$ cat src/rtl/ble_rx_sync_detector_if.sv
// Bit-stream bundle between the bit slicer, the sync detector and the de-serializer.
// Latency: none (wires only).
// Backpressure: none; the receive side must take one bit per strobe.
//
// Ports (slave = detector side):
//   rx_en, access_addr, payload_bits, channel, bit_in, bit_valid    -> detector
//   bit_out, bit_out_valid, sync_found, frame_done, abort, busy     <- detector
interface ble_rx_sync_detector_if #(
  parameter int LEN_W = 12
);
  logic             rx_en;
  logic [31:0]      access_addr;
  logic [LEN_W-1:0] payload_bits;
  logic [5:0]       channel;
  logic             bit_in;
  logic             bit_valid;
  logic             bit_out;
  logic             bit_out_valid;
  logic             sync_found;
  logic             frame_done;
  logic             abort;
  logic             busy;

  modport master (
    output rx_en, access_addr, payload_bits, channel, bit_in, bit_valid,
    input  bit_out, bit_out_valid, sync_found, frame_done, abort, busy
  );

  modport slave (
    input  rx_en, access_addr, payload_bits, channel, bit_in, bit_valid,
    output bit_out, bit_out_valid, sync_found, frame_done, abort, busy
  );
endinterface

$ cat src/rtl/ble_rx_sync_detector.sv
// BLE preamble + access-address correlator with Hamming tolerance; forwards the payload bits.
// Latency: 1 cycle bit_in/bit_valid -> bit_out/bit_out_valid; sync_found 1 cycle after the matching bit.
// Backpressure: none; accepts one bit per cycle back-to-back or with arbitrary gaps.
//
// Ports: clk, reset (sync, active high), bus (ble_rx_sync_detector_if.slave):
//   in : rx_en, access_addr[31:0], payload_bits[LEN_W-1:0], channel[5:0], bit_in, bit_valid
//   out: bit_out, bit_out_valid, sync_found, frame_done, abort, busy
// Optional: define BLE_DEWHITEN_EN to de-whiten payload bits with the channel-seeded 7-bit LFSR.
module ble_rx_sync_detector #(
  parameter int MAX_ERR = 0,
  parameter int LEN_W   = 12
) (
  input  logic                  clk,
  input  logic                  reset,
  ble_rx_sync_detector_if.slave bus
);

  typedef enum logic [1:0] {IDLE, SEARCH, PAYLOAD} state_t;

  localparam logic [5:0]       MAX_ERR_C = 6'(MAX_ERR);
  localparam logic [5:0]       FILL_MAX  = 6'd40;
  localparam logic [LEN_W-1:0] LEN_ONE   = {{(LEN_W-1){1'b0}}, 1'b1};

  state_t           state, state_nxt;
  logic [39:0]      sr, candidate, expected;
  logic [7:0]       preamble;
  logic [5:0]       fill, err_cnt;
  logic [LEN_W-1:0] len_q, cnt;
  logic             match, take_bit, last_bit, len_zero, clear_sr, w;
  logic             sync_nxt, done_nxt, abort_nxt, ov_nxt, ob_nxt;
  logic             sync_q, done_q, abort_q, ov_q, ob_q;

  function automatic logic [5:0] popcount40(input logic [39:0] v);
    logic [5:0] n;
    n = '0;
    for (int i = 0; i < 40; i++) n = n + {5'd0, v[i]};
    return n;
  endfunction

  // The preamble alternates so that its last bit differs from access_addr[0].
  assign preamble  = bus.access_addr[0] ? 8'h55 : 8'hAA;
  assign expected  = {bus.access_addr, preamble};
  // Correlate against the window that would exist after shifting in this bit.
  assign candidate = {bus.bit_in, sr[39:1]};
  assign err_cnt   = popcount40(candidate ^ expected);
  assign len_zero  = (bus.payload_bits == '0);

  assign match    = (state == SEARCH) && bus.rx_en && bus.bit_valid &&
                    (fill >= 6'd39) && (err_cnt <= MAX_ERR_C);
  assign take_bit = (state == PAYLOAD) && bus.rx_en && bus.bit_valid;
  assign last_bit = (cnt == len_q - LEN_ONE);

  // State register
  always_ff @(posedge clk) begin
    if (reset) state <= IDLE;
    else       state <= state_nxt;
  end

  // Next-state logic; rx_en low wins over everything, including a last bit.
  always_comb begin
    state_nxt = state;
    case (state)
      IDLE:    if (bus.rx_en) state_nxt = SEARCH;
      SEARCH:  if (!bus.rx_en) state_nxt = IDLE;
               else if (match && !len_zero) state_nxt = PAYLOAD;
      PAYLOAD: if (!bus.rx_en) state_nxt = IDLE;
               else if (take_bit && last_bit) state_nxt = SEARCH;
      default: state_nxt = IDLE;
    endcase
  end

  // Output logic (next values of the registered outputs)
  always_comb begin
    sync_nxt  = match;
    done_nxt  = (match && len_zero) || (take_bit && last_bit);
    abort_nxt = (state == PAYLOAD) && !bus.rx_en;
    ov_nxt    = take_bit;
    ob_nxt    = take_bit & (bus.bit_in ^ w);
    // Every (re)entry into SEARCH starts from an empty correlator window.
    clear_sr  = ((state != SEARCH) && (state_nxt == SEARCH)) || (match && len_zero);
  end

  always_ff @(posedge clk) begin
    if (reset) begin
      sr      <= '0;
      fill    <= '0;
      len_q   <= '0;
      cnt     <= '0;
      sync_q  <= 1'b0;
      done_q  <= 1'b0;
      abort_q <= 1'b0;
      ov_q    <= 1'b0;
      ob_q    <= 1'b0;
    end else begin
      sync_q  <= sync_nxt;
      done_q  <= done_nxt;
      abort_q <= abort_nxt;
      ov_q    <= ov_nxt;
      ob_q    <= ob_nxt;
      if (clear_sr) begin
        sr   <= '0;
        fill <= '0;
      end else if ((state == SEARCH) && bus.rx_en && bus.bit_valid) begin
        sr <= candidate;
        if (fill != FILL_MAX) fill <= fill + 6'd1;
      end
      if (match) begin
        len_q <= bus.payload_bits;
        cnt   <= '0;
      end else if (take_bit) begin
        cnt <= cnt + LEN_ONE;
      end
    end
  end

`ifdef BLE_DEWHITEN_EN
  logic [6:0] lfsr;

  // x^7 + x^4 + 1, seeded with {channel[0..5], 1}; one step per forwarded bit.
  always_ff @(posedge clk) begin
    if (reset) begin
      lfsr <= '0;
    end else if (match) begin
      lfsr <= {bus.channel[0], bus.channel[1], bus.channel[2],
               bus.channel[3], bus.channel[4], bus.channel[5], 1'b1};
    end else if (take_bit) begin
      lfsr <= {lfsr[5], lfsr[4], lfsr[3] ^ lfsr[6], lfsr[2:0], lfsr[6]};
    end
  end

  assign w = lfsr[6];
`else
  assign w = 1'b0;
`endif

  assign bus.bit_out       = ob_q;
  assign bus.bit_out_valid = ov_q;
  assign bus.sync_found    = sync_q;
  assign bus.frame_done    = done_q;
  assign bus.abort         = abort_q;
  assign bus.busy          = (state == PAYLOAD);

endmodule

$ cat src/flat_wrapper.sv
// flat-port wrapper written by rule: the top's interface ports become plain ports
module ble_rx_sync_detector_flat 
#(
  parameter int MAX_ERR = 0,
  parameter int LEN_W   = 12
)
  (clk, reset, bus_rx_en, bus_access_addr, bus_payload_bits, bus_channel, bus_bit_in, bus_bit_valid, bus_bit_out, bus_bit_out_valid, bus_sync_found, bus_frame_done, bus_abort, bus_busy);
  ble_rx_sync_detector_if #(.LEN_W(LEN_W)) bus_i ();
  input  logic clk;
  input  logic reset;
  input wire logic [$bits(bus_i.rx_en)-1:0] bus_rx_en;
  input wire logic [$bits(bus_i.access_addr)-1:0] bus_access_addr;
  input wire logic [$bits(bus_i.payload_bits)-1:0] bus_payload_bits;
  input wire logic [$bits(bus_i.channel)-1:0] bus_channel;
  input wire logic [$bits(bus_i.bit_in)-1:0] bus_bit_in;
  input wire logic [$bits(bus_i.bit_valid)-1:0] bus_bit_valid;
  output wire logic [$bits(bus_i.bit_out)-1:0] bus_bit_out;
  output wire logic [$bits(bus_i.bit_out_valid)-1:0] bus_bit_out_valid;
  output wire logic [$bits(bus_i.sync_found)-1:0] bus_sync_found;
  output wire logic [$bits(bus_i.frame_done)-1:0] bus_frame_done;
  output wire logic [$bits(bus_i.abort)-1:0] bus_abort;
  output wire logic [$bits(bus_i.busy)-1:0] bus_busy;
  assign bus_i.rx_en = bus_rx_en;
  assign bus_i.access_addr = bus_access_addr;
  assign bus_i.payload_bits = bus_payload_bits;
  assign bus_i.channel = bus_channel;
  assign bus_i.bit_in = bus_bit_in;
  assign bus_i.bit_valid = bus_bit_valid;
  assign bus_bit_out = bus_i.bit_out;
  assign bus_bit_out_valid = bus_i.bit_out_valid;
  assign bus_sync_found = bus_i.sync_found;
  assign bus_frame_done = bus_i.frame_done;
  assign bus_abort = bus_i.abort;
  assign bus_busy = bus_i.busy;
  ble_rx_sync_detector #(.MAX_ERR(MAX_ERR), .LEN_W(LEN_W)) u_core (.clk(clk), .reset(reset), .bus(bus_i));
endmodule
$ cat config.mk
export PLATFORM = sky130hd
export DESIGN_NAME = ble_rx_sync_detector_flat
export DESIGN_NICKNAME = d
export VERILOG_FILES = /design/src/rtl/ble_rx_sync_detector_if.sv /design/src/rtl/ble_rx_sync_detector.sv /design/src/flat_wrapper.sv
export SDC_FILE = /design/constraint.sdc
export NUM_CORES = 1
export LEC_CHECK = 0
export CORE_MARGIN = 2
export CORE_UTILIZATION = 56
export CTS_CLUSTER_DIAMETER = 100
export DETAILED_ROUTE_END_ITERATION = 16
export GPL_TIMING_DRIVEN = 0
export PLACE_DENSITY = 0.81
export SYNTH_ARGS = -nofsm -noshare
export SYNTH_HDL_FRONTEND = slang
export SYNTH_SLANG_ARGS = --single-unit
$ cat constraint.sdc
create_clock -name clk -period 11.3 [get_ports clk]
set_input_delay 3.39 -clock clk [delete_from_list [all_inputs] [get_ports clk]]
set_output_delay 3.39 -clock clk [all_outputs]
set_load 0.03 [all_outputs]
==> impl_summary.txt <==
----------------------------------------------------
[Run status]
  Result of the run ... finished clean

[Placed design]
  Cell Count Post-Placement ... 614
  Number of I/O port buffers ... 53
  Setup slack after placement ... 0.805 ns
  Dpl hpwl ... 7450 um
  Final RePlAce weighted congestion ... 0.823

[CTS]
  Max clock buf depth ... 2
  Count of hold-fix buffers inserted at cts ... 0
  Clock root cell ... clkbuf_8
  Setup bufs post-CTS ... 0
  Clock latency reported for the late side of the worst-skew pair ... 0.36 ns
  Clock tree from TritonCTS ... built
  Clock buffer count from CTS ... 9
  Clock transition at the registers of the reported paths ... 0.08 ns
  TritonCTS sink count ... 76
  Level count of the clock H-tree ... 3
  Number of cells upsized or downsized after cts ... 0

[Power and ir drop]
  Clk pwr share ... 32.8%
  Switching pwr ... 0.286 mW
  Total power density per cell area ... 164 mW/mm^2
  Comb pwr share ... 37.7%
  Sequential Power Share ... 29.4%
  Largest vdd supply drop ... 0.000121 V
  Static leakage power ... 2.29 nW
  Total internal power ... 0.625 mW
  Switching power as a share of total power ... 31.4%

[Final layout]
  Fill count ... 623
  Leading cell type in the layout, fill and taps excluded ... dfxtp_1
  Layout cells sized above 1 ... 6.67%
  Total number of nets in the final design ... 621
  Count of inserted antenna diode cells ... 0
  Area added between synthesis and finish ... 20.5%
  Highest-count cells in the layout ignoring fill and taps ... 76 x dfxtp_1, 53 x mux2i_1, 53 x clkdlybuf4s50_1, 48 x xnor2_1, 41 x nor3_1
  Post-Layout Cell Count ... 630
  Post-layout utilization of the core ... 68.8%

[Timing]
  Setup repair after global routing missed its margin ... false
  Minimum period implied by the final worst setup slack ... 10.17 ns
  Post-layout worst setup margin ... 1.13 ns
  Final Slew Violations ... 0
  Worst rel slew slack ... 43.2%
  Finish-stage setup viols ... 0
  Pin slew with the least headroom to its limit ... 0.851 ns
  Hold slack ... 0.543 ns
  Final number of hold-violating endpoints ... 0
  Part of the cycle the worst path needs ... 90.0%
  Total negative setup slack ... 0 ns
  Post-Route Skew ... 0.0155 ns
  Maximum clock rate ... 98.4 MHz

[Logic synthesis]
  Post-synthesis net count ... 557
  Post-Synthesis Cells ... 456
  Count of flip-flops with a built-in enable after synthesis ... 0
  Count of synthesis-stage warnings from yosys ... 0
  Synthesized area per cell ... 10.1 sq um
  Yosys cell types ... 45
  Post-synthesis instance area ... 0.00462 sq mm
  Flip-flop and latch count after synthesis ... 76
  FFs w/ async S/R, synth ... 0%
  Sequential element share of the synthesized area ... 32.9%
  Fraction of post-synthesis cell area in the top cell type by area ... 32.9%
  Dominant cells by area after synthesis ... dfxtp_1 33%, fa_1 13%, mux2i_1 11%
  Most used flip-flop cell after synthesis ... dfxtp_1
  Cell accounting for the most synthesized area ... dfxtp_1

[Min path]
  Class of the tightest hold or removal check ... reg2reg
  Hold Crit Start ... u_core.state[1]

[Setup path]
  Maximum fanout along the worst path ... 10
  Slack of the worst reg-to-reg path ... 4.25 ns
  Crit Path Category ... in2reg
  Required time at the worst-slack endpoint ... 11.53 ns
  Reg-to-reg critical path startpoint ... u_core.sr[1]
  Worst setup SP type ... input pin
  Data arrival time at the worst-slack endpoint ... 10.40 ns
  Critical Path Sink Type ... flop
  Critical path origin ... bus_access_addr[0]

[Route]
  Average wire per standard cell ... 15.8 um
  Number of design-rule violations left by the first detailed-router iteration ... 174
  Average vias per placed instance ... 5.46
  Final routed DRC violation total ... 0
  Wirelength, routed ... 9930 um
  Detailed Routing Iterations Pass 1 ... 5
  Final ANT Viol Nets ... 0
  Vias after detailed routing ... 3,441

[Die]
  Floorplan row count ... 33
  Die Wd ... 94.8 um
  Die Span Y ... 94.8 um
  Die ar. ... 0.00899 sq mm
  Effective utilization at floorplan ... 57.1%
  Number of ports placed on the die boundary ... 61
  Total core area ... 0.00809 sq mm

[GRT]
  First-pass GRT wire length ... 16,400 um
  Via count of the first global-routing pass ... 3,536
  Total Routing Usage GR ... 23.9%
  Largest net degree at the start of global routing ... 14
  Number of antenna violations at the first check in global routing ... 0
  Final global-route overflow total ... 0

[Flow run]
  Max-cap viol count ... 0

----------------------------------------------------
## flip-flops by register name, summed over array words and instances, names as in the netlist
| signal | count |
|---|---|
| u_core.sr | 39 |
| u_core.bus.bit_out_valid | 1 |
| u_core.bus.frame_done | 1 |
| u_core.len_q | 12 |
| u_core.cnt | 12 |
| u_core.state | 2 |
| u_core.bus.bit_out | 1 |
| u_core.bus.sync_found | 1 |
| u_core.fill | 6 |
| u_core.bus.abort | 1 |
## power groups by stage
stage                     clock network (mW)  registers [mW]  logic, mW
final                                  0.299           0.268      0.344
after global routing                   0.313           0.268      0.409
after CTS                              0.302           0.268      0.349
after detailed placement                   0           0.274      0.337
after global placement                     0           0.274      0.316
after floorplan                            0           0.274      0.244
## through the flow
stage | total power [mW] | area, sq um
2_1_floorplan | 0.518 | 4620
3_3_place_gp | 0.591 | 5280
3_5_place_dp | 0.611 | 5280
4_1_cts | 0.919 | 5570
5_1_grt | 0.990 | 5570
6_report | 0.911 | 5570
## path summary, 6_finish.rpt
| path | endpoint | cells after the start |
|---|---|---|
| worst max-delay path | u_core.cnt[0] | 18 |
| worst min-delay path | u_core.state[1] | 1 |
| worst max register to register | u_core.cnt[0] | 17 |
| worst min register to register | u_core.state[1] | 1 |
## synth_stat cells, types with 3 or more instances
library cell,n
fa_1,30
xnor2_1,48
or3_1,4
nand2b_1,5
o21ai_0,4
dfxtp_1,76
a211o_1,3
xor2_1,19
inv_1,31
nor4_1,4
a21oi_1,5
nand2_1,9
nor4b_1,4
nor2b_1,3
buf_6,4
ha_1,16
nor3_1,41
o21bai_1,3
nand4_1,3
and3_1,3
nand3b_1,3
nor2_1,33
mux2i_1,53
nor3_2,5
clkbuf_1,13
nand3_1,12
## critical path, stage by stage
cell and delay, ns:
clkbuf_1 0.43, xor2_1 0.14, ha_1 0.32, inv_1 0.06, fa_1 0.52, fa_1 0.56, fa_1 0.54, fa_1 0.55
fa_1 0.56, fa_1 0.53, fa_1 0.52, fa_1 0.54, nor4b_1 0.23, nand2_1 0.11, nor3_1 0.68, or2_2 0.27
clkbuf_1 0.35, nor2_1 0.11
## cell families after synthesis
logic type / Yosys count / synth area share (%)
multiplexers: 54 / 11.7
buffers and inverters: 51 / 4.85
flip-flops: 76 / 32.9
adder cells (fa/ha/maj): 46 / 17.3
AO/OA/AOI/OAI: 22 / 3.79
XOR/XNOR: 67 / 12.7
AND/OR/NAND/NOR: 140 / 16.7
## routing by layer
layer / track usage [%] / routed length [um] / vias to the layer above / share of wire (%)
met4: 11.0 / 219 / 0 / 2.2
met5: 0 / 0 / - / 0
li1: - / - / 1671 / -
met1: 31.1 / 4480 / 1644 / 45
met3: 4.39 / 565 / 17 / 5.7
met2: 38.7 / 4660 / 109 / 47
## final cells by class
type                       count  area, sq um  area share [%]
clock inverter                 6          159            2.85
buffer                        20          108            1.93
tap                          105          131            2.36
timing repair buffer          53          531            9.53
clock buffer                  10          128            2.29
multi-input combinational    329         2880            51.6
sequential                    76         1520            27.3
inverter                      31          116            2.09
(Power assumes the default switching activity.)
